[config.mk]
export PLATFORM = sky130hd
export DESIGN_NAME = sum_update_sched
export DESIGN_NICKNAME = d
export VERILOG_FILES = /design/src/rtl/sum_pkg.sv /design/src/rtl/sum_rr_arbiter.sv /design/src/rtl/sum_update_sched.sv
export SDC_FILE = /design/constraint.sdc
export NUM_CORES = 1
export LEC_CHECK = 0
export CORE_MARGIN = 8
export CORE_UTILIZATION = 52
export CTS_CLUSTER_DIAMETER = 100
export DETAILED_ROUTE_END_ITERATION = 8
export PLACE_DENSITY_LB_ADDON = 0.05
export SYNTH_ARGS = -nofsm -noshare
export SYNTH_HDL_FRONTEND = slang
export SYNTH_SLANG_ARGS = --single-unit
[constraint.sdc]
create_clock -name CLK -period 4.2 [get_ports CLK]
set_input_delay 0.63 -clock CLK [delete_from_list [all_inputs] [get_ports CLK]]
set_output_delay 0.63 -clock CLK [all_outputs]
set_load 0.01 [all_outputs]
[src/rtl/sum_pkg.sv]
// Shared types and constants for the status-update scheduler.
// Holds the FSM state encoding, address stride and index-width helper.
package sum_pkg;

  typedef enum logic [1:0] {
    ST_IDLE      = 2'd0,
    ST_REQ       = 2'd1,
    ST_WAIT_DONE = 2'd2
  } sum_state_e;

  localparam int unsigned SU_ADDR_STRIDE = 8;

  // Width of a requester index for 2*flows requesters, never below one bit.
  function automatic int unsigned idx_width(input int unsigned flows);
    int unsigned w;
    w = $clog2(2 * flows);
    return (w < 1) ? 1 : w;
  endfunction

endpackage

[src/rtl/sum_rr_arbiter.sv]
// Combinational N-way round-robin pick: first set bit of elig_i at or
// after ptr_i, wrapping modulo N.
module sum_rr_arbiter
  import sum_pkg::*;
#(
  parameter int unsigned N  = 4,
  parameter int unsigned IW = 2
) (
  input  logic [N-1:0]  elig_i,
  input  logic [IW-1:0] ptr_i,
  output logic          vld_o,
  output logic [IW-1:0] idx_o
);

  logic [IW-1:0] cand_s;

  // Scan from the pointer; the first eligible candidate wins.
  always_comb begin
    vld_o  = 1'b0;
    idx_o  = '0;
    cand_s = '0;
    for (int k = 0; k < N; k++) begin
      cand_s = IW'((32'(ptr_i) + 32'(k)) % N);
      if (!vld_o && elig_i[cand_s]) begin
        vld_o = 1'b1;
        idx_o = cand_s;
      end else begin
        vld_o = vld_o;
      end
    end
  end

endmodule

[src/rtl/sum_update_sched.sv]
// Status-update scheduler: one coalescing entry per RX/TX requester,
// flushed on flags or timeout through a single shared DMA write path.
module sum_update_sched
  import sum_pkg::*;
#(
  parameter int unsigned FLOWS         = 2,
  parameter int unsigned SU_DATA_WIDTH = 32,
  parameter logic [63:0] BASE_ADDR     = 64'h0,
  parameter int unsigned TIMEOUT_WIDTH = 10
) (
  input  logic                               CLK,
  input  logic                               RESET_N,
  input  logic [2*FLOWS-1:0]                 SU_DVLD,
  input  logic [2*FLOWS*SU_DATA_WIDTH-1:0]   SU_DATA,
  input  logic [2*FLOWS-1:0]                 SU_INTF,
  input  logic [2*FLOWS-1:0]                 SU_LFF,
  input  logic [TIMEOUT_WIDTH-1:0]           TIMEOUT,
  input  logic                               ENABLE,
  output logic                               DMA_REQ,
  output logic [63:0]                        DMA_ADDR,
  output logic [SU_DATA_WIDTH-1:0]           DMA_DATA,
  input  logic                               DMA_ACK,
  input  logic                               DMA_DONE,
  output logic [2*FLOWS-1:0]                 INTERRUPT,
  output logic                               BUSY
);

  localparam int unsigned N  = 2 * FLOWS;
  localparam int unsigned IW = idx_width(FLOWS);
  localparam int unsigned TW = TIMEOUT_WIDTH;

  logic [N-1:0]             pend_q;
  logic [N-1:0]             intf_q;
  logic [N-1:0]             lff_q;
  logic [TW-1:0]            cnt_q  [N];
  logic [SU_DATA_WIDTH-1:0] data_q [N];

  sum_state_e               state_q;
  logic [IW-1:0]            ptr_q;
  logic [IW-1:0]            gnt_idx_q;
  logic                     gnt_intf_q;
  logic                     req_q;
  logic [63:0]              addr_q;
  logic [SU_DATA_WIDTH-1:0] dout_q;
  logic [N-1:0]             irq_q;
  logic                     busy_q;

  logic [N-1:0]             elig_s;
  logic                     arb_vld_s;
  logic [IW-1:0]            arb_idx_s;
  logic                     grant_s;

  // An entry becomes eligible on either flag or once its age reaches TIMEOUT.
  always_comb begin
    elig_s = '0;
    for (int i = 0; i < N; i++) begin
      elig_s[i] = pend_q[i] & (intf_q[i] | lff_q[i] | (cnt_q[i] >= TIMEOUT));
    end
  end

  sum_rr_arbiter #(
    .N  (N),
    .IW (IW)
  ) u_arb (
    .elig_i (elig_s),
    .ptr_i  (ptr_q),
    .vld_o  (arb_vld_s),
    .idx_o  (arb_idx_s)
  );

  assign grant_s = (state_q == ST_IDLE) && ENABLE && arb_vld_s;

  // Entry store: capture, coalesce, age and clear-on-grant per requester.
  always_ff @(posedge CLK or negedge RESET_N) begin
    if (!RESET_N) begin
      pend_q <= '0;
      intf_q <= '0;
      lff_q  <= '0;
      for (int i = 0; i < N; i++) begin
        cnt_q[i]  <= '0;
        data_q[i] <= '0;
      end
    end else begin
      for (int i = 0; i < N; i++) begin
        if (SU_DVLD[i]) begin
          data_q[i] <= SU_DATA[i*SU_DATA_WIDTH +: SU_DATA_WIDTH];
          pend_q[i] <= 1'b1;
          // A grant in the same cycle takes the old contents, so restart fresh.
          if (!pend_q[i] || (grant_s && (arb_idx_s == IW'(i)))) begin
            intf_q[i] <= SU_INTF[i];
            lff_q[i]  <= SU_LFF[i];
            cnt_q[i]  <= '0;
          end else begin
            intf_q[i] <= intf_q[i] | SU_INTF[i];
            lff_q[i]  <= lff_q[i] | SU_LFF[i];
            cnt_q[i]  <= (cnt_q[i] == {TW{1'b1}}) ? cnt_q[i] : cnt_q[i] + TW'(1);
          end
        end else if (grant_s && (arb_idx_s == IW'(i))) begin
          pend_q[i] <= 1'b0;
          intf_q[i] <= 1'b0;
          lff_q[i]  <= 1'b0;
          cnt_q[i]  <= '0;
        end else if (pend_q[i]) begin
          cnt_q[i]  <= (cnt_q[i] == {TW{1'b1}}) ? cnt_q[i] : cnt_q[i] + TW'(1);
        end else begin
          cnt_q[i]  <= cnt_q[i];
        end
      end
    end
  end

  // Transfer FSM with registered DMA, interrupt and busy outputs.
  always_ff @(posedge CLK or negedge RESET_N) begin
    if (!RESET_N) begin
      state_q    <= ST_IDLE;
      ptr_q      <= '0;
      gnt_idx_q  <= '0;
      gnt_intf_q <= 1'b0;
      req_q      <= 1'b0;
      addr_q     <= 64'h0;
      dout_q     <= '0;
      irq_q      <= '0;
      busy_q     <= 1'b0;
    end else begin
      irq_q <= '0;
      case (state_q)
        ST_IDLE: begin
          if (grant_s) begin
            state_q    <= ST_REQ;
            busy_q     <= 1'b1;
            req_q      <= 1'b1;
            addr_q     <= BASE_ADDR + (64'(arb_idx_s) * 64'(SU_ADDR_STRIDE));
            dout_q     <= data_q[arb_idx_s];
            gnt_idx_q  <= arb_idx_s;
            gnt_intf_q <= intf_q[arb_idx_s];
            if (32'(arb_idx_s) == N - 1) begin
              ptr_q <= '0;
            end else begin
              ptr_q <= arb_idx_s + IW'(1);
            end
          end else begin
            state_q <= ST_IDLE;
          end
        end
        ST_REQ: begin
          if (DMA_ACK) begin
            req_q <= 1'b0;
            // ACK and DONE together complete the transfer outright.
            if (DMA_DONE) begin
              state_q           <= ST_IDLE;
              busy_q            <= 1'b0;
              irq_q[gnt_idx_q]  <= gnt_intf_q;
            end else begin
              state_q <= ST_WAIT_DONE;
            end
          end else begin
            state_q <= ST_REQ;
          end
        end
        ST_WAIT_DONE: begin
          if (DMA_DONE) begin
            state_q          <= ST_IDLE;
            busy_q           <= 1'b0;
            irq_q[gnt_idx_q] <= gnt_intf_q;
          end else begin
            state_q <= ST_WAIT_DONE;
          end
        end
        default: begin
          state_q <= ST_IDLE;
          req_q   <= 1'b0;
          busy_q  <= 1'b0;
        end
      endcase
    end
  end

  assign DMA_REQ   = req_q;
  assign DMA_ADDR  = addr_q;
  assign DMA_DATA  = dout_q;
  assign INTERRUPT = irq_q;
  assign BUSY      = busy_q;

endmodule

Yosys cells after proc, flatten, opt, wreduce, memory -nomap -nowiden
Cells that the tools add are included.
{ "word_totals": {"ff_bits": 225, "inputBits": 155, "out_inout_bits": 102, "wordCells": 197} }
{ "op_classes": {"n_addsub": 8, "order_cmp": 12, "n_eq_ne": 11, "muxes": 81, "bitwise_logic": 23, "reduce_logical": 34} }
{ "op_table": {"columns": ["op", "n"], "rows": [
  ["$mux 10", 20],
  ["$bmux 32 s2", 1],
  ["$mux 32", 2],
  ["$add 10x1->10 const B", 4],
  ["$eq 10x10->1 const B", 4],
  ["$ge 10x10->1", 4],
  ["$mux 1", 39],
  ["$lt 2x3->1 const B", 6],
  ["$or 1x1->1", 16],
  ["$mux 2", 7],
  ["$reduce_bool 3->1", 4],
  ["$bmux 1 s2", 5],
  ["$logic_and 1x1->1", 10],
  ["$mux 4", 2],
  ["$pmux 4 s2", 1],
  ["$reduce_bool 2->1", 4],
  ["$logic_not 1->1", 7],
  ["$eq 2x2->1 const B", 3],
  ["$pmux 1 s3", 2],
  ["$pmux 2 s3", 1],
  ["$add 2x1->2 const B", 2],
  ["$add 2x2->2 const B", 2],
  ["$and 1x1->1", 4],
  ["$and 4x4->4", 1],
  ["other kinds (11)", 18]
]} }

Longest topological paths before layout
{ "logic_depth": {"word_depth": 20, "ltp_mapped": 16, "ltp_nobuf": 13} }

Cells and area by module
Synthesis repeated with hierarchy kept, for this count alone.
{ "hier_totals": {"cells_unflattened": 987, "area_unflattened_um2": 11566.1} }
{ "by_module_without_submodules": {"columns": ["mod", "instances", "cells_each", "area_per_inst_um2", "seq_area_each_um2"], "rows": [
  ["sum_update_sched", 1, 972, 11488.5, 5630.4],
  ["sum_rr_arbiter", 1, 15, 77.6, 0.0]
]} }

Least setup slack after synthesis
No wires, ideal clock.
{ "synth_path": {"path_kind": "input to register", "start": "in TIMEOUT[3]", "end": "reg cnt_q[29] (netlist bit)", "setup_time_ns": 0.101, "arrival_time_ns": 3.295, "required_time_ns": 4.099, "path_slack_ns": 0.804, "cell_stages": 15, "path_buffers": 4, "cell_sequence": "inv_1 ha_1 a21o_1 a21o_1 a221oi_1 o21ai_1 o22a_1 buf_2 a22o_4 buf_6 buf_6 ha_1 and2_1 clkbuf_1 nor4_1"} }
{ "synth_via": {"elab_chain_len": 20, "elab_cells_between_ends": 42, "classes_between": "order compare: 4; eq/ne: 1; mux: 19; bitwise: 8; reduce/logical: 10"} }
{ "synth_lines": {"columns": ["element", "line_no", "rtl"], "rows": [
  ["from (decl)", "sum_update_sched.sv:17", "input logic [TIMEOUT_WIDTH-1:0] TIMEOUT,"],
  ["$ge 10x10->1", "sum_update_sched.sv:57", "elig_s[i] = pend_q[i] & (intf_q[i] | lff_q[i] | (cnt_q[i] >= TIMEOUT));"],
  ["$or 1x1->1", "sum_update_sched.sv:57", null],
  ["$and 1x1->1", "sum_update_sched.sv:57", null],
  ["$bmux 1 s2", "sum_rr_arbiter.sv:24", "if (!vld_o && elig_i[cand_s]) begin"],
  ["$mux 1 (not written as such)", "sum_rr_arbiter.sv:24", null],
  ["$mux 1", "sum_rr_arbiter.sv:24", null],
  ["$logic_not 1->1", "sum_rr_arbiter.sv:24", null],
  ["$logic_and 1x1->1", "sum_rr_arbiter.sv:24", null],
  ["[5 not listed]", null, null],
  ["$logic_and 1x1->1", "sum_rr_arbiter.sv:24", null],
  ["$mux 2 (*)", "sum_rr_arbiter.sv:24", null],
  ["net arb_idx_s[0]", "sum_update_sched.sv:50", "logic [IW-1:0] arb_idx_s;"],
  ["$eq 2x1->1 (*)", "sum_update_sched.sv:89, sum_update_sched.sv:98", null],
  ["$logic_and 1x1->1 (*)", "sum_update_sched.sv:89, sum_update_sched.sv:98", null],
  ["$logic_or 1x1->1", "sum_update_sched.sv:89", "if (!pend_q[i] || (grant_s && (arb_idx_s == IW'(i)))) begin"],
  ["$mux 10", "sum_update_sched.sv:89", null],
  ["$mux 10", "sum_update_sched.sv:85", "if (SU_DVLD[i]) begin"],
  ["to (signal, indexed assignment)", "sum_update_sched.sv:96", "cnt_q[i] <= (cnt_q[i] == {TW{1'b1}}) ? cnt_q[i] : cnt_q[i] + TW'(1);"],
  ["to (signal, indexed assignment)", "sum_update_sched.sv:104", "cnt_q[i] <= (cnt_q[i] == {TW{1'b1}}) ? cnt_q[i] : cnt_q[i] + TW'(1);"],
  ["to (signal, indexed assignment)", "sum_update_sched.sv:106", "cnt_q[i] <= cnt_q[i];"],
  ["to (decl)", "sum_update_sched.sv:35", "logic [TW-1:0] cnt_q [N];"]
]} }
The timed path passes the listed nets; every way through them passes the cells marked *. The select of a mux whose other input is x is not followed.
A chain may end at the register's enable or synchronous reset.

Worst setup path after layout
{ "layout_path": {"start": "in TIMEOUT[7]", "end": "reg dout_q[21], in the netlist DMA_DATA[21]"} }
{ "layout_via": {"elab_chain_len": 19, "elab_cells_between_ends": 40, "classes_between": "order compare: 4; mux: 19; bitwise: 9; reduce/logical: 8"} }
{ "layout_lines": {"columns": ["element", "line_no", "rtl"], "rows": [
  ["$ge 10x10->1", "sum_update_sched.sv:57", null],
  ["$or 1x1->1", "sum_update_sched.sv:57", null],
  ["$and 1x1->1", "sum_update_sched.sv:57", null],
  ["$bmux 1 s2", "sum_rr_arbiter.sv:24", null],
  ["$mux 1 (not written as such)", "sum_rr_arbiter.sv:24", null],
  ["$mux 1", "sum_rr_arbiter.sv:24", null],
  ["$logic_not 1->1", "sum_rr_arbiter.sv:24", null],
  ["$logic_and 1x1->1", "sum_rr_arbiter.sv:24", null],
  ["[2 not listed]", null, null],
  ["$logic_and 1x1->1", "sum_rr_arbiter.sv:24", null],
  ["$mux 1", "sum_rr_arbiter.sv:24", null],
  ["$logic_not 1->1", "sum_rr_arbiter.sv:24", null],
  ["$logic_and 1x1->1", "sum_rr_arbiter.sv:24", null],
  ["$mux 2", "sum_rr_arbiter.sv:24", null],
  ["$not 2->3 (not written as such)", "sum_update_sched.sv:133", "dout_q <= data_q[arb_idx_s];"],
  ["$bmux 32 s2", "sum_update_sched.sv:133", null],
  ["$mux 32 (not written as such) (2 in a row)", "sum_update_sched.sv:133", null],
  ["to (signal assigned)", "sum_update_sched.sv:133", null],
  ["to (decl)", "sum_update_sched.sv:44", "logic [SU_DATA_WIDTH-1:0] dout_q;"]
]} }
Several ways; a longest one is shown, not always the timed one. The select of a mux whose other input is x is not followed.

==> impl_metrics.ini <==
[run_status]
outcome = complete, no violations

[worst_setup_path]
path_class = primary input to flop
required_ns = 4.56
worstSetupStartpointType = primary input
rr_startpoint = cnt_q[0]
critical_path.startpoint = TIMEOUT[7]
crit_cells = 12
worst-path-max-fanout = 31
crit_chain = clkdlybuf4s50_1, inv_1, ha_1, a211oi_1, nor2_1, o41ai_1, o21a_2, a21oi_4, a22o_4, buf_4, a2111oi_0, a211oi_1
cp_top_family = compound AO/OA/AOI/OAI gates
max_stage_delay_ns = 0.60
slowest_stage = a2111oi_0
reg2reg_setup_slack_ns = 0.78
worstPathArrival_ns = 4.02
cpMostUsedCell = a211oi_1
reg2reg_depth = 11
endpoint_kind = flop
cp-endpoint = DMA_DATA[21]
r2r-end = DMA_DATA[21]
crit_buf_inv = 3

[timing]
fmax_mhz = 274
worstMarginPinSlew_ns = 1.06
tns_ns = 0
drv_slew = 0
period_needed_ns = 3.65
fin_crit_sh = 0.870
slew_headroom = 0.292
finalHoldViolCount = 0
rsz0062_at_grt = false
finalSetupViolCount = 0
skew_ns = 0.0114
hold_slack_ns = 0.200

[placed_design]
gp_congestion = 0.863
port_buffers = 194
place_hpwl_mm = 22.7
dpl-instance-area_um2 = 14000

[detailed_routing]
ant_nets = 0
vias_per_cell = 5.73
routed_wirelength_mm = 32.6
firstDrtPassIters = 4
wire_per_inst_um = 20.4
dr.first_iter.drc_count = 601
vias = 9189
route.detailed.drc = 0

[yosys]
synth_ff_type = dfrtp_1
synthArstFlopShare = 1.00
synth_area_um2 = 12000
synth_edf_count = 0
postSynthCellCount = 1120
ys_ff_latch = 225
synth_warnings = 0
synth.top_cell.area_share = 0.470
synth_top_area_cell = dfrtp_1
ys_seq_area_frac = 0.470
synth_cell_type_count = 56
avgSynthCellArea_um2 = 10.7
synth.area.top_cells = dfrtp_1, mux2_2, ha_1, buf_4, mux2i_1

[grt]
grtUsageTotal = 0.229
first_global_vias = 9709
antenna_found_initial = 3
grt_first_pass_wirelength_mm = 52.4
overflow = 0
grt_max_degree = 128

[floorplanning]
num_rows = 55
die_w_um = 168
dieArea_um2 = 28200
die_h_um = 168
coreArea_um2 = 22600
ios = 257
initial_utilization = 0.529

[layout]
fin_nets = 1505
mostFrequentLayoutCell = dfrtp_1
final_cell_mix = dfrtp_1, clkdlybuf4s50_1, mux2_2
multi_input_area_um2 = 5630
final.fill_count = 1801
design_area_um2 = 14900
layout-drive-gt1-share = 0.149
area_growth_pct = 24.2
regArea_um2 = 5630

[cts]
cts_tree = done
insertion_delay_ns = 0.53
cts_buffers = 25
ctsRootBufferMaster = clkbuf_16
cts_resized = 0
ctsLongestPathBuffers = 3
hold_buffers = 0
cts_setup_buffers = 0
path_clk_slew_ns = 0.06
ctsHtreeMaxLevel = 1
cts.sinks = 225

[power_and_ir_drop]
power_density_nw_per_um2 = 619
p_leak_nw = 6.57
ir_worst_vdd_mv = 0.470

[flow_run]
maxCapViolCount = 0

[hold_path]
worstHoldPathType = primary input to async pin
[state kept, by name (all words and copies together), names as in the netlist]
| register | count |
|---|---|
| gnt_idx_q | 2 |
| gnt_intf_q | 1 |
| intf_q | 4 |
| BUSY | 1 |
| INTERRUPT | 4 |
| state_q | 2 |
| data_q | 128 |
| lff_q | 4 |
| DMA_REQ | 1 |
| cnt_q | 40 |
| DMA_DATA | 32 |
| ptr_q | 2 |
| pend_q | 4 |
[report_power, final]
group | internal [W] | leakage (nW) | switching [W] | total, W
clock | 0.00148 | 0.454 | 0.000886 | 0.00237
combinational | 0.00163 | 3.44 | 0.00208 | 0.00371
sequential | 0.00264 | 2.68 | 0.000485 | 0.00313
[layer usage]
metal  up-vias  track usage  share of wire
li1       4301            -              -
met5         -            0        0.00040
met3        58       0.0575          0.077
met4         2       0.0726          0.025
met2       312        0.382           0.48
met1      4516        0.289           0.41
[layout make-up]
| class | instances | share of cell area |
|---|---|---|
| flip-flops and latches | 225 | 0.378 |
| well taps | 285 | 0.0240 |
| repair buffers | 218 | 0.142 |
| clock inverters | 10 | 0.0113 |
| clock buffers | 35 | 0.0499 |
| diodes | 2 | 0.000336 |
| inverters | 62 | 0.0156 |
| multi-input cells | 766 | 0.378 |
[cell usage after synthesis, types with 16 or more instances]
cell / n
clkbuf_1: 43
nand3_1: 16
a2111oi_0: 27
nor3_1: 16
dfrtp_1: 225
o21ai_0: 59
mux2i_1: 36
mux2_2: 96
inv_1: 62
buf_4: 63
nand2_1: 66
a21oi_1: 31
ha_1: 52
nor2_1: 88
a22oi_1: 18
a221oi_1: 34
a211oi_1: 34
[cells by family after synthesis]
| family | share of synthesized area |
|---|---|
| adders and majority gates | 0.0543 |
| xor gates and xnor gates | 0.0110 |
| buffers and inverters | 0.0844 |
| AOI/OAI and AO/OA | 0.169 |
| other | 0.000313 |
| muxes | 0.120 |
| and+or+nand+nor | 0.0908 |
| DFF | 0.470 |
[through the flow]
| step | worst slack, ns | util | power (W) | std cells |
|---|---|---|---|---|
| after floorplan | 0.804 | - | 0.00555 | 1181 |
| after global placement | 0.0801 | 0.617 | 0.00681 | 1556 |
| after detailed placement | 0.000754 | 0.617 | 0.00687 | 1556 |
| after CTS | 0.543 | 0.657 | 0.00927 | 1601 |
| after global routing | 0.408 | 0.658 | 0.00977 | 1603 |
| final | 0.546 | 0.658 | 0.00921 | 1603 |
[worst min-delay path by stage]
stage	depth (start not counted)	slack [ns]	endpoint	from
detailed placement	1	0.48	BUSY	BUSY
finish	1	0.20	pend_q[0]	RESET_N
global placement	1	0.48	BUSY	BUSY
floorplan	0	0.33	BUSY	RESET_N
global route	1	0.23	cnt_q[37]	RESET_N
CTS	1	0.26	cnt_q[31]	RESET_N
(Power assumes the default switching activity.)
